<file path="config.mk">
export PLATFORM = sky130hd
export DESIGN_NAME = pc_gen
export DESIGN_NICKNAME = d
export VERILOG_FILES = /design/src/rtl/pc_gen_pkg.sv /design/src/rtl/pc_redirect_buf.sv /design/src/rtl/pc_gen.sv
export SDC_FILE = /design/constraint.sdc
export NUM_CORES = 1
export LEC_CHECK = 0
export CAP_MARGIN = 30
export CELL_PAD_IN_SITES_DETAIL_PLACEMENT = 1
export CELL_PAD_IN_SITES_GLOBAL_PLACEMENT = 2
export CORE_ASPECT_RATIO = 0.6
export CORE_MARGIN = 10
export CORE_UTILIZATION = 30
export DETAILED_ROUTE_END_ITERATION = 8
export PLACE_DENSITY_LB_ADDON = 0.3
export SETUP_SLACK_MARGIN = 0.15
export SLEW_MARGIN = 40
export SYNTH_ARGS = -nofsm -noshare
export SYNTH_HDL_FRONTEND = slang
export SYNTH_HIERARCHICAL = 1
export SYNTH_SLANG_ARGS = --single-unit
</file>
<file path="constraint.sdc">
create_clock -name clk -period 2.7 [get_ports clk]
set_input_delay 0.405 -clock clk [delete_from_list [all_inputs] [get_ports clk]]
set_output_delay 0.405 -clock clk [all_outputs]
set_load 0.01 [all_outputs]
</file>
<file path="src/rtl/pc_gen_pkg.sv">
// -----------------------------------------------------------------------------
// pc_gen_pkg
// Shared definitions for the fetch-stage program-counter generator:
//   RST_ENABLE  - level of the synchronous reset input that means "in reset"
//   pc_state_e  - 2-bit FSM state codes (RESET / START / RUN / HOLD)
//   align_mask  - mask that clears the low log2(step) bits of an address
// The address bus width is carried as the ADDR_W parameter of each user.
// -----------------------------------------------------------------------------
package pc_gen_pkg;

    // Reset is active-low
    localparam logic RST_ENABLE = 1'b0;

    typedef enum logic [1:0] {
        PC_ST_RESET = 2'd0,
        PC_ST_START = 2'd1,
        PC_ST_RUN   = 2'd2,
        PC_ST_HOLD  = 2'd3
    } pc_state_e;

    // step is a power of two, so step-1 is exactly the set of offset bits
    function automatic logic [63:0] align_mask(input int unsigned step);
        return ~(64'(step) - 64'd1);
    endfunction

endpackage

</file>
<file path="src/rtl/pc_redirect_buf.sv">
// -----------------------------------------------------------------------------
// pc_redirect_buf
// One-entry holding register for a redirect target that arrived while the
// fetch stage was stalled.
//   clk, rst      - clock, synchronous active-low reset
//   load          - capture load_target; while already valid this overwrites
//                   the held target (last redirect wins)
//   load_target   - aligned redirect address
//   consume       - the held target has been applied; drop it
//   clear         - discard any held target (newer redirect or trap)
//   valid, target - registered entry state
// Priority: clear > load > consume > hold.
// -----------------------------------------------------------------------------
module pc_redirect_buf
    import pc_gen_pkg::*;
#(
    parameter int unsigned ADDR_W = 32
) (
    input  logic              clk,
    input  logic              rst,
    input  logic              load,
    input  logic [ADDR_W-1:0] load_target,
    input  logic              consume,
    input  logic              clear,
    output logic              valid,
    output logic [ADDR_W-1:0] target
);

    logic              valid_q;
    logic              valid_d;
    logic [ADDR_W-1:0] target_q;
    logic [ADDR_W-1:0] target_d;

    // Next entry state from the clear/load/consume requests
    always_comb begin
        valid_d  = valid_q;
        target_d = target_q;
        if (clear) begin
            valid_d = 1'b0;
        end else if (load) begin
            valid_d  = 1'b1;
            target_d = load_target;
        end else if (consume) begin
            valid_d = 1'b0;
        end else begin
            valid_d = valid_q;
        end
    end

    // Entry registers with synchronous reset
    always_ff @(posedge clk) begin
        if (rst == RST_ENABLE) begin
            valid_q  <= 1'b0;
            target_q <= '0;
        end else begin
            valid_q  <= valid_d;
            target_q <= target_d;
        end
    end

    assign valid  = valid_q;
    assign target = target_q;

endmodule

</file>
<file path="src/rtl/pc_gen.sv">
// -----------------------------------------------------------------------------
// pc_gen
// Program-counter generator for the fetch stage. Produces the instruction
// address and the instruction-memory enable every cycle, with stall,
// branch/jump redirect and a one-entry buffer for redirects seen during stall.
//
// Optional feature macro: PC_TRAP_EN (adds trap input, epc output, TRAP_VEC).
//
// Parameters:
//   ADDR_W   - width of pc (>= 4)
//   STEP     - increment per fetched instruction, power of two 1..8
//   RESET_PC - pc value in reset and on the first fetch after release
//   TRAP_VEC - trap entry address (PC_TRAP_EN only)
// Ports:
//   clk, rst      - clock, synchronous active-low reset
//   stall         - hazard hold; pc frozen unless a redirect loads
//   fetch_ready   - memory accepts the address on pc this cycle
//   br_en         - redirect request pulse, br_target = destination
//   trap          - trap request pulse (PC_TRAP_EN only)
//   pc, ce        - registered fetch address and memory enable
//   pc_valid      - pc is a real fetch (0 for bubbles)
//   redirect_pend - a buffered redirect is waiting for the stall to clear
//   epc           - pc captured at the trap edge (PC_TRAP_EN only)
// -----------------------------------------------------------------------------
module pc_gen
    import pc_gen_pkg::*;
#(
    parameter int unsigned        ADDR_W   = 32,
    parameter int unsigned        STEP     = 4,
    parameter logic [ADDR_W-1:0]  RESET_PC = '0
`ifdef PC_TRAP_EN
    ,
    parameter logic [ADDR_W-1:0]  TRAP_VEC = ADDR_W'(32'h0000_0100)
`endif
) (
    input  logic              clk,
    input  logic              rst,
    input  logic              stall,
    input  logic              fetch_ready,
    input  logic              br_en,
    input  logic [ADDR_W-1:0] br_target,
`ifdef PC_TRAP_EN
    input  logic              trap,
`endif
    output logic [ADDR_W-1:0] pc,
    output logic              ce,
    output logic              pc_valid,
    output logic              redirect_pend
`ifdef PC_TRAP_EN
    ,
    output logic [ADDR_W-1:0] epc
`endif
);

    localparam logic [ADDR_W-1:0] ALIGN_MASK = ADDR_W'(align_mask(STEP));
    localparam logic [ADDR_W-1:0] STEP_INC   = ADDR_W'(STEP);

    pc_state_e         st_q;
    pc_state_e         st_d;
    logic [ADDR_W-1:0] pc_q;
    logic [ADDR_W-1:0] pc_d;
    logic              ce_q;
    logic              ce_d;
    logic              pc_valid_q;
    logic              pc_valid_d;

    logic              adv;
    logic [ADDR_W-1:0] br_aligned;
    logic              trap_req;
    logic [ADDR_W-1:0] trap_pc;

    logic              buf_load;
    logic              buf_consume;
    logic              buf_clear;
    logic              pend_valid;
    logic [ADDR_W-1:0] pend_target;

    assign adv        = ce_q & fetch_ready & ~stall;
    assign br_aligned = br_target & ALIGN_MASK;

`ifdef PC_TRAP_EN
    assign trap_req = trap;
    assign trap_pc  = TRAP_VEC;
`else
    // Without the trap feature the trap path folds away
    assign trap_req = 1'b0;
    assign trap_pc  = RESET_PC;
`endif

    pc_redirect_buf #(
        .ADDR_W (ADDR_W)
    ) u_redirect_buf (
        .clk         (clk),
        .rst         (rst),
        .load        (buf_load),
        .load_target (br_aligned),
        .consume     (buf_consume),
        .clear       (buf_clear),
        .valid       (pend_valid),
        .target      (pend_target)
    );

    // Next state, next pc and buffer control: trap > br_en > pending > advance > hold
    always_comb begin
        st_d        = st_q;
        pc_d        = pc_q;
        ce_d        = ce_q;
        pc_valid_d  = pc_valid_q;
        buf_load    = 1'b0;
        buf_consume = 1'b0;
        buf_clear   = 1'b0;
        case (st_q)
            PC_ST_RESET: begin
                // First cycle out of reset presents RESET_PC as a real fetch
                st_d       = PC_ST_START;
                pc_d       = RESET_PC;
                ce_d       = 1'b1;
                pc_valid_d = 1'b1;
            end
            PC_ST_START, PC_ST_RUN, PC_ST_HOLD: begin
                ce_d = 1'b1;
                if (trap_req) begin
                    st_d       = PC_ST_RUN;
                    pc_d       = trap_pc;
                    pc_valid_d = 1'b0;
                    buf_clear  = 1'b1;
                end else if (br_en) begin
                    // Redirect loads at once even under stall. Under stall the
                    // target is also buffered so the fetch is re-issued when the
                    // hazard clears, since the stalled fetch is thrown away.
                    pc_d       = br_aligned;
                    pc_valid_d = 1'b0;
                    if (stall) begin
                        st_d     = PC_ST_HOLD;
                        buf_load = 1'b1;
                    end else begin
                        st_d      = PC_ST_RUN;
                        buf_clear = 1'b1;
                    end
                end else if (pend_valid && !stall) begin
                    st_d        = PC_ST_RUN;
                    pc_d        = pend_target;
                    pc_valid_d  = 1'b0;
                    buf_consume = 1'b1;
                end else if (adv) begin
                    // Modulo 2^ADDR_W: wraps silently
                    st_d       = PC_ST_RUN;
                    pc_d       = pc_q + STEP_INC;
                    pc_valid_d = 1'b1;
                end else begin
                    // Memory back-pressure keeps the fetch live; a stall makes it a bubble
                    pc_d       = pc_q;
                    pc_valid_d = ~stall;
                    st_d       = pend_valid ? PC_ST_HOLD : PC_ST_RUN;
                end
            end
            default: begin
                st_d       = PC_ST_RESET;
                pc_d       = RESET_PC;
                ce_d       = 1'b0;
                pc_valid_d = 1'b0;
            end
        endcase
    end

    // FSM state and registered outputs with synchronous reset
    always_ff @(posedge clk) begin
        if (rst == RST_ENABLE) begin
            st_q       <= PC_ST_RESET;
            pc_q       <= RESET_PC;
            ce_q       <= 1'b0;
            pc_valid_q <= 1'b0;
        end else begin
            st_q       <= st_d;
            pc_q       <= pc_d;
            ce_q       <= ce_d;
            pc_valid_q <= pc_valid_d;
        end
    end

`ifdef PC_TRAP_EN
    logic [ADDR_W-1:0] epc_q;
    logic [ADDR_W-1:0] epc_d;

    // Capture the faulting fetch address on an accepted trap
    always_comb begin
        epc_d = epc_q;
        if (trap && (st_q != PC_ST_RESET)) begin
            epc_d = pc_q;
        end else begin
            epc_d = epc_q;
        end
    end

    // Exception pc register with synchronous reset
    always_ff @(posedge clk) begin
        if (rst == RST_ENABLE) begin
            epc_q <= '0;
        end else begin
            epc_q <= epc_d;
        end
    end

    assign epc = epc_q;
`endif

    assign pc            = pc_q;
    assign ce            = ce_q;
    assign pc_valid      = pc_valid_q;
    assign redirect_pend = pend_valid;

endmodule

</file>
### Yosys cells after proc, flatten, opt, wreduce, memory -nomap -nowiden

Cells that the tools add are included.

| word-level totals | value |
|---|---|
| register bits after elaboration | 67 |
| bits in latches | 0 |
| memory bits (writable) | 0 |
| bits in read-only memories | 0 |
| input bits | 37 |
| output and inout bits | 35 |
| logic and storage cells | 50 |
| memories kept | 0 |

| operators by class | value |
|---|---|
| add/sub/neg operators | 1 |
| multiply operators | 0 |
| divide/modulo/power cells | 0 |
| $lt $le $gt $ge | 0 |
| equality and inequality tests | 4 |
| shift-type cells | 0 |
| multiplexer cells | 26 |
| bitwise logic cells | 5 |
| reductions and logical operators | 8 |

Operator list:

| cell | number |
|---|---|
| $mux W32 | 3 |
| $pmux W32 S2 | 1 |
| $add A32 B3 Y32 const B | 1 |
| $mux W1 | 19 |
| $eq A2 B2 Y1 const B | 2 |
| $ne A4 B4 Y1 const B | 1 |
| $pmux W2 S2 | 1 |
| $reduce_or A4 Y1 | 1 |
| $not A1 Y1 | 3 |
| $reduce_or A3 Y1 | 1 |
| $and A1 B1 Y1 | 2 |
| $eq A2 B1 Y1 const B | 1 |
| $logic_not A2 Y1 | 1 |
| $mux W2 | 1 |
| $pmux W1 S2 | 1 |
| $reduce_and A2 Y1 | 1 |
| $reduce_bool A2 Y1 | 1 |
| $reduce_or A2 Y1 | 1 |
| $logic_and A1 B1 Y1 | 1 |
| $logic_not A1 Y1 | 1 |

### Longest topological paths before layout

Gate-level depths: netlist of the first run.

| logic depth | value |
|---|---|
| depth after elaboration | 7 |
| mapped depth | 8 |
| mapped depth without buffers | 6 |

### Cells and area by module

Netlist of the first run, hierarchy kept.

By module, submodules not included:

| module | instances | cells an instance | area an instance (um2) | sequential area each (um2) |
|---|---|---|---|---|
| pc_gen | 1 | 304 | 2297.2 | 720.7 |
| pc_redirect_buf | 1 | 144 | 1362.6 | 660.6 |

### Worst setup path after synthesis of the first run

OpenSTA, ideal clock, no wires.

| timing path | value |
|---|---|
| path type | flip-flop to flip-flop |
| from | reg pc_q[13] (netlist: pc[13]) |
| to | reg pc_q[25] (netlist: pc[25]) |
| setup time | 0.057 ns |
| arrival time | 1.972 ns |
| data required time | 2.643 ns |
| setup slack | 0.671 ns |
| cell stages (with the launch flop) | 7 |
| path buffers | 1 |
| period minus slack after synthesis | 2.029 ns |
| cell sequence | dfxtp_1 -> nand4_2 -> or4_4 -> buf_6 -> or4_1 -> a21oi_1 -> a21o_1 |

| between the ends | value |
|---|---|
| longest elaborated chain between the ends | 5 |

Ends and longest elaborated chain:

| element | line | RTL |
|---|---|---|
| from (decl) | pc_gen.sv:60 | `logic [ADDR_W-1:0] pc_q;` |
| from (signal assigned) | pc_gen.sv:175 | `pc_q <= pc_d;` |
| $add A32 B3 Y32 | pc_gen.sv:148 | `pc_d = pc_q + STEP_INC;` |
| $mux W32 | pc_gen.sv:145 | `end else if (adv) begin` |
| $mux W32 | pc_gen.sv:140 | `end else if (pend_valid && !stall) begin` |
| $mux W32 | pc_gen.sv:127 | `end else if (br_en) begin` |
| $pmux W32 S2 | pc_gen.sv:112 | `case (st_q)` |

Every way passes these cells. The select of a mux whose other input is x is not followed.
A chain may end at the register's enable or synchronous reset.

### Worst setup path after layout of the first run

| timing path | value |
|---|---|
| from | reg pc_q[10] (netlist: pc[10]) |
| to | reg pc_q[25] (netlist: pc[25]) |

Same word-level chain as after synthesis.

==> results of run 1 <==
registers in the layout (all words and copies together), names as in the netlist:
signal / flops
ce: 1
pc: 32
pc_valid: 1
st_q: 2
u_redirect_buf/target: 32
u_redirect_buf/valid: 1
placed cells by master (no fill, tap or decap), types with 6 or more instances in the layout:
cell              n
nand2_1          92
dfxtp_1          69
clkdlybuf4s50_1  68
mux2i_1          35
buf_4            22
nor2_1           21
a21oi_1          21
nor3_1           19
o221ai_1         17
o21ai_0          14
inv_1            12
o22ai_1          12
nand3_1          11
nand4_1          10
a211oi_1          9
clkbuf_16         9
o21a_1            6
power groups by stage:
| stage | combinational, W | sequential (W) | clock (W) |
|---|---|---|---|
| after floorplan | 0.000229 | 0.00115 | 0 |
| after global placement | 0.000439 | 0.00115 | 0 |
| after detailed placement | 0.000450 | 0.00115 | 0 |
| after CTS | 0.000452 | 0.00113 | 0.00110 |
| after global routing | 0.000493 | 0.00114 | 0.00115 |
| final | 0.000448 | 0.00113 | 0.00108 |
path summary, 6_finish.rpt:
path	start	end	slack, ps
max	pc[10]	pc[25]	540
min	u_redirect_buf/target[20]	u_redirect_buf/target[20]	460
max reg2reg	pc[10]	pc[25]	540
min reg2reg	u_redirect_buf/target[20]	u_redirect_buf/target[20]	460
cell families after synthesis:
kind of cell / after synthesis
xor gates and xnor gates: 2
DFF: 69
and+or+nand+nor: 184
buffers and inverters: 43
adders and majority gates: 1
other: 1
AOI/OAI and AO/OA: 113
muxes: 35
stage by stage:
stage                     cell area (µm²)  utilization [%]  total power [W]
after floorplan                      3660                -          0.00138
after global routing                 4810             40.1          0.00279
after CTS                            4810             40.1          0.00268
after detailed placement             4550             38.0          0.00160
after global placement               4550             38.0          0.00159
final                                4810             40.1          0.00266
routing by layer:
metal,share of wire (%),global-route usage (%),vias up
met1,51,21.9,1869
li1,-,-,1791
met4,0.62,2.76,0
met3,6.2,5.13,8
met5,0,0,-
met2,42,23.5,94
worst max-delay path, delay by kind of cell, from the launching register on:
kind	cells	cell delay (ps)
AOI/OAI and AO/OA	2	260
DFF	1	490
and+or+nand+nor	3	1360
area by class of cell:
type / instances / share of cell area (%)
Multi-Input combinational cell: 337 / 42.5
Sequential cell: 69 / 28.7
Timing Repair Buffer: 92 / 18.1
Clock buffer: 13 / 5.20
Tap cell: 165 / 4.29
Inverter: 12 / 0.936
Clock inverter: 2 / 0.208
==> flow_summary.ini, run 1 <==
[sta]
fmax_mhz = 463
relSlewSlack_pct = 50.0
skew_ps = 6.21
drv_slew = 0
layout_setup_ws_ps = 539
tightest_slew_ps = 750
fin_tns_setup_ps = 0
setup_violations = 0
whs_ps = 460
fin_crit_sh_pct = 80.0
post-route-min-period_ps = 2160
hold_viol_final = 0
rsz0062_at_grt = false

[worst_setup_path]
crit_chain = nand4_2 > or4_4 > or4_1 > a21oi_1 > a21o_1
r2r_cells = 5
worst-setup-path-type = reg -> reg
slowest_stage = or4_4
slowest_delay_ps = 640
crit_arrival_ps = 2440
path_max_fanout = 10
endpoint_kind = flip-flop
critPathLaunchType = flip-flop
cp.required_ps = 2980

[yosys]
synth_top_area_share_pct = 37.7
synth_xor_area_share_pct = 0.479
ys_ff_latch = 69
yosysWarnings = 6
synth_edf_count = 0
synth_compound_area_share_pct = 21.6
async_flop_share_pct = 0
yosys-top-cells-area = dfxtp_1 38%, mux2i_1 9.6%, nand2_1 9.4%
synth_area_leader_cell = dfxtp_1
synth_simple_gate_area_share_pct = 23.7
synth_commonest_cells = 92 x nand2_1, 69 x dfxtp_1, 35 x mux2i_1, 21 x a21oi_1, 21 x nor2_1
post-synth-top-count-cell = nand2_1
synthAdderAreaFrac_pct = 0.342
synthMuxAreaShare_pct = 9.57
synth_top_family_by_area = simple AND/OR/NAND/NOR gates
synthFlopType = dfxtp_1
synthCells = 448
seq_area_frac_synth_pct = 37.7
syn_area_per_cell_um2 = 8.17
syn_area_um2 = 3660
yosysUniqueCellTypes = 56

[final_layout]
nFillCells = 1418
area_delta_synth_final_pct = 31.5
layout-drive-gt1-share_pct = 8.38
multi_input_area_um2 = 2050
diodes = 0
finalNetCount = 559
seq_area_um2 = 1380
fin_cells = 690

[routing]
vias = 3762
totalWireLength_um = 13300
drt_pre_antenna_iters = 5
dr.first_iter.drc_count = 207
drcViolationCount = 0
ant_nets = 0
avgViaCountPerCell = 5.45
wl_per_cell_um = 19.3

[clock_network]
clock-root-buffer = clkbuf_16
h-tree-depth = 3
postCtsResizedCells = 0
ctsLongestPathBuffers = 2
insertion_delay_ps = 340
cts.clk_slew.worst_paths_ps = 60
ctsHoldBuffers = 0
post_cts_buffers = 0
cts_tree = done
cts_inserted_buffers = 9
cts.sinks = 69

[floorplanning]
pin_count = 72
die_area_um2 = 17200
die_h_um = 106
dieWidth_um = 163
rows = 31
start_util_pct = 30.5
coreArea_um2 = 12000

[power]
intPower_w = 0.00193
p_leak_nw = 1.67
clock_power_share_pct = 40.6
power_frac_comb_pct = 16.9
p_switching_w = 0.000732
switching_share_pct = 27.5
sequentialPowerShare_pct = 42.5
peakVddDrop_mv = 0.256
power_density_nw_per_um2 = 552

[global_routing]
antenna_found_initial = 0
grt_pass1_vias = 3911
grt_overflow = 0
grt_usage_pct = 15.8
grt_pass1_wl_um = 21800
grt_max_degree = 76

[worst_hold_path]
hold_path_depth = 2
hp-class = reg -> reg

[placement]
place_congestion = 0.816
dp.cells = 675
post-place-ws_ps = 200
hpwl_um = 9920
port_buffers = 69

[run_status]
outcome = completed

[job]
cap_viol_max_count = 0
Power figures use the tool's default switching activity.
==> run 2: changes to the inputs <==
Settings changed: CORE_UTILIZATION 30 to 27.
Clock period 2.7 ns to 1.8 ns, I/O delays scaled along.
==> run 2 against run 1 <==
Effect of this change:
- the run now ends with negative setup slack left
- clock skew up 3.5 ps
- hold slack worse by 150 ps
- combinational power grew 99%
- non-clock buffer count up 79
- die area rose by 9.3%
- count of clock-buffer cells in the layout fell by 1
- highest routed layer unchanged
==> flow_summary.ini, run 2 (same netlist as run 1, synthesis figures left out) <==
[run_status]
outcome = finished, violations left
violations = negative setup slack

[sta]
drv_slew = 0
fmax_mhz = 544
hold_viol_final = 0
layout_setup_ws_ps = -38.5
setup_violations = 2
rsz0062_at_grt = true
fin_crit_sh_pct = 102
post-route-min-period_ps = 1840
whs_ps = 311
skew_ps = 9.74

[global_routing]
grt_overflow = 0
grt_pass1_vias = 4516
antenna_found_initial = 0
grt_max_degree = 42
grt_pass1_wl_um = 24700
grt_usage_pct = 16.7

[job]
cap_viol_max_count = 0

[final_layout]
nFillCells = 1540
diodes = 0
layout_common_cells = 90 x buf_4, 89 x nand2_1, 48 x clkdlybuf4s50_1, 47 x dfxtp_1, 35 x mux2i_1
area_delta_synth_final_pct = 61.9
seq_area_um2 = 1440
final_common_cell = buf_4
final_cell_area_um2 = 5930
layout-drive-gt1-share_pct = 31.2
finalNetCount = 639
multi_input_area_um2 = 2360

[clock_network]
cts_tree = done
cts_inserted_buffers = 9
ctsLongestPathBuffers = 2
insertion_delay_ps = 340
cts.sinks = 69
cts.clk_slew.worst_paths_ps = 60
h-tree-depth = 3
clock-root-buffer = clkbuf_16

[routing]
wl_per_cell_um = 20.9
totalWireLength_um = 16200
drcViolationCount = 0
avgViaCountPerCell = 5.38
drt_pre_antenna_iters = 4
vias = 4178
dr.first_iter.drc_count = 173
ant_nets = 0

[worst_setup_path]
path_max_fanout = 5
crit_arrival_ps = 2040
critPathLaunchType = flip-flop
worst-setup-path-type = reg -> reg
cp.required_ps = 2010
endpoint_kind = flip-flop

[power]
p_leak_nw = 2.55
power_density_nw_per_um2 = 721
peakVddDrop_mv = 0.392

[floorplanning]
dieWidth_um = 170
die_h_um = 110
rows = 32
coreArea_um2 = 13100
die_area_um2 = 18800
pin_count = 72
start_util_pct = 28.0

[placement]
place_area_um2 = 5130
hpwl_um = 11400
place_congestion = 0.842
port_buffers = 69

[worst_hold_path]
hp-class = in -> reg
==> run 2: changes by cell type in the layout (fill, tap and decap cells not counted), sizes merged <==
cell / delta
or4: +1
clkinv: +1
clkdlybuf4s50: -20
dlymetal6s2s: +16
dlygate4sd2: +3
inv: +1
buf: +78
bufbuf: +1
==> run 2: repair_timing <==
action | in CTS | in global routing
gates cloned | 2 | 0
hold buffers | 0 | 0
gates resized for setup | 27 | 67
buffers inserted | 5 | 12
setup endpoints to repair | 67 | 58
pin swaps | 8 | 18
==> run 2: final cells by class <==
class                      count  share of cell area (%)
clock buffer                  12                    4.33
multi-input combinational    338                    39.8
timing repair buffer         171                    26.9
sequential                    69                    24.3
inverter                      12                   0.760
tap                          170                    3.59
clock inverter                 4                   0.359
==> run 2: worst paths after layout <==
path	start	to	slack, ps	cells after the start
worst min-delay path	stall	st_q[0]	310	3
worst min register to register	u_redirect_buf/target[18]	u_redirect_buf/target[18]	460	2
worst max-delay path	pc[18]	pc[24]	-40	5
worst max register to register	pc[18]	pc[24]	-40	5
==> run 2: per-layer routing <==
metal | vias up | wire [µm] | global-route usage, %
met1 | 2083 | 7770 | 21.9
met4 | 0 | 161 | 3.86
met3 | 15 | 1150 | 4.86
met2 | 115 | 7160 | 26.5
li1 | 1965 | - | -
met5 | - | 0 | 0
==> run 2: through the flow <==
stage                     TNS (ps)  util, %  std cells  total power (W)  setup WS [ps]
final                        -55.2     45.4        776          0.00428          -38.5
after CTS                        0     42.8        764          0.00425           11.4
after global placement      -19630     39.3        741          0.00251           -403
after detailed placement    -20920     39.3        741          0.00253           -452
after global routing          -322     45.4        776          0.00444           -144
after floorplan                  0        -        449          0.00207           59.0
==> run 2: power by group <==
group / internal (W) / switching [W] / total [W]
registers: 0.00161 / 0.0000812 / 0.00169
clock network: 0.00100 / 0.000696 / 0.00170
logic: 0.000444 / 0.000445 / 0.000890
==> run 2: critical path, stage by stage, from the launching register on <==
cell	delay, ps
dfxtp_4	360
nand3_4	100
or4_4	620
nor3_4	200
a211oi_1	140
a2111oi_2	280
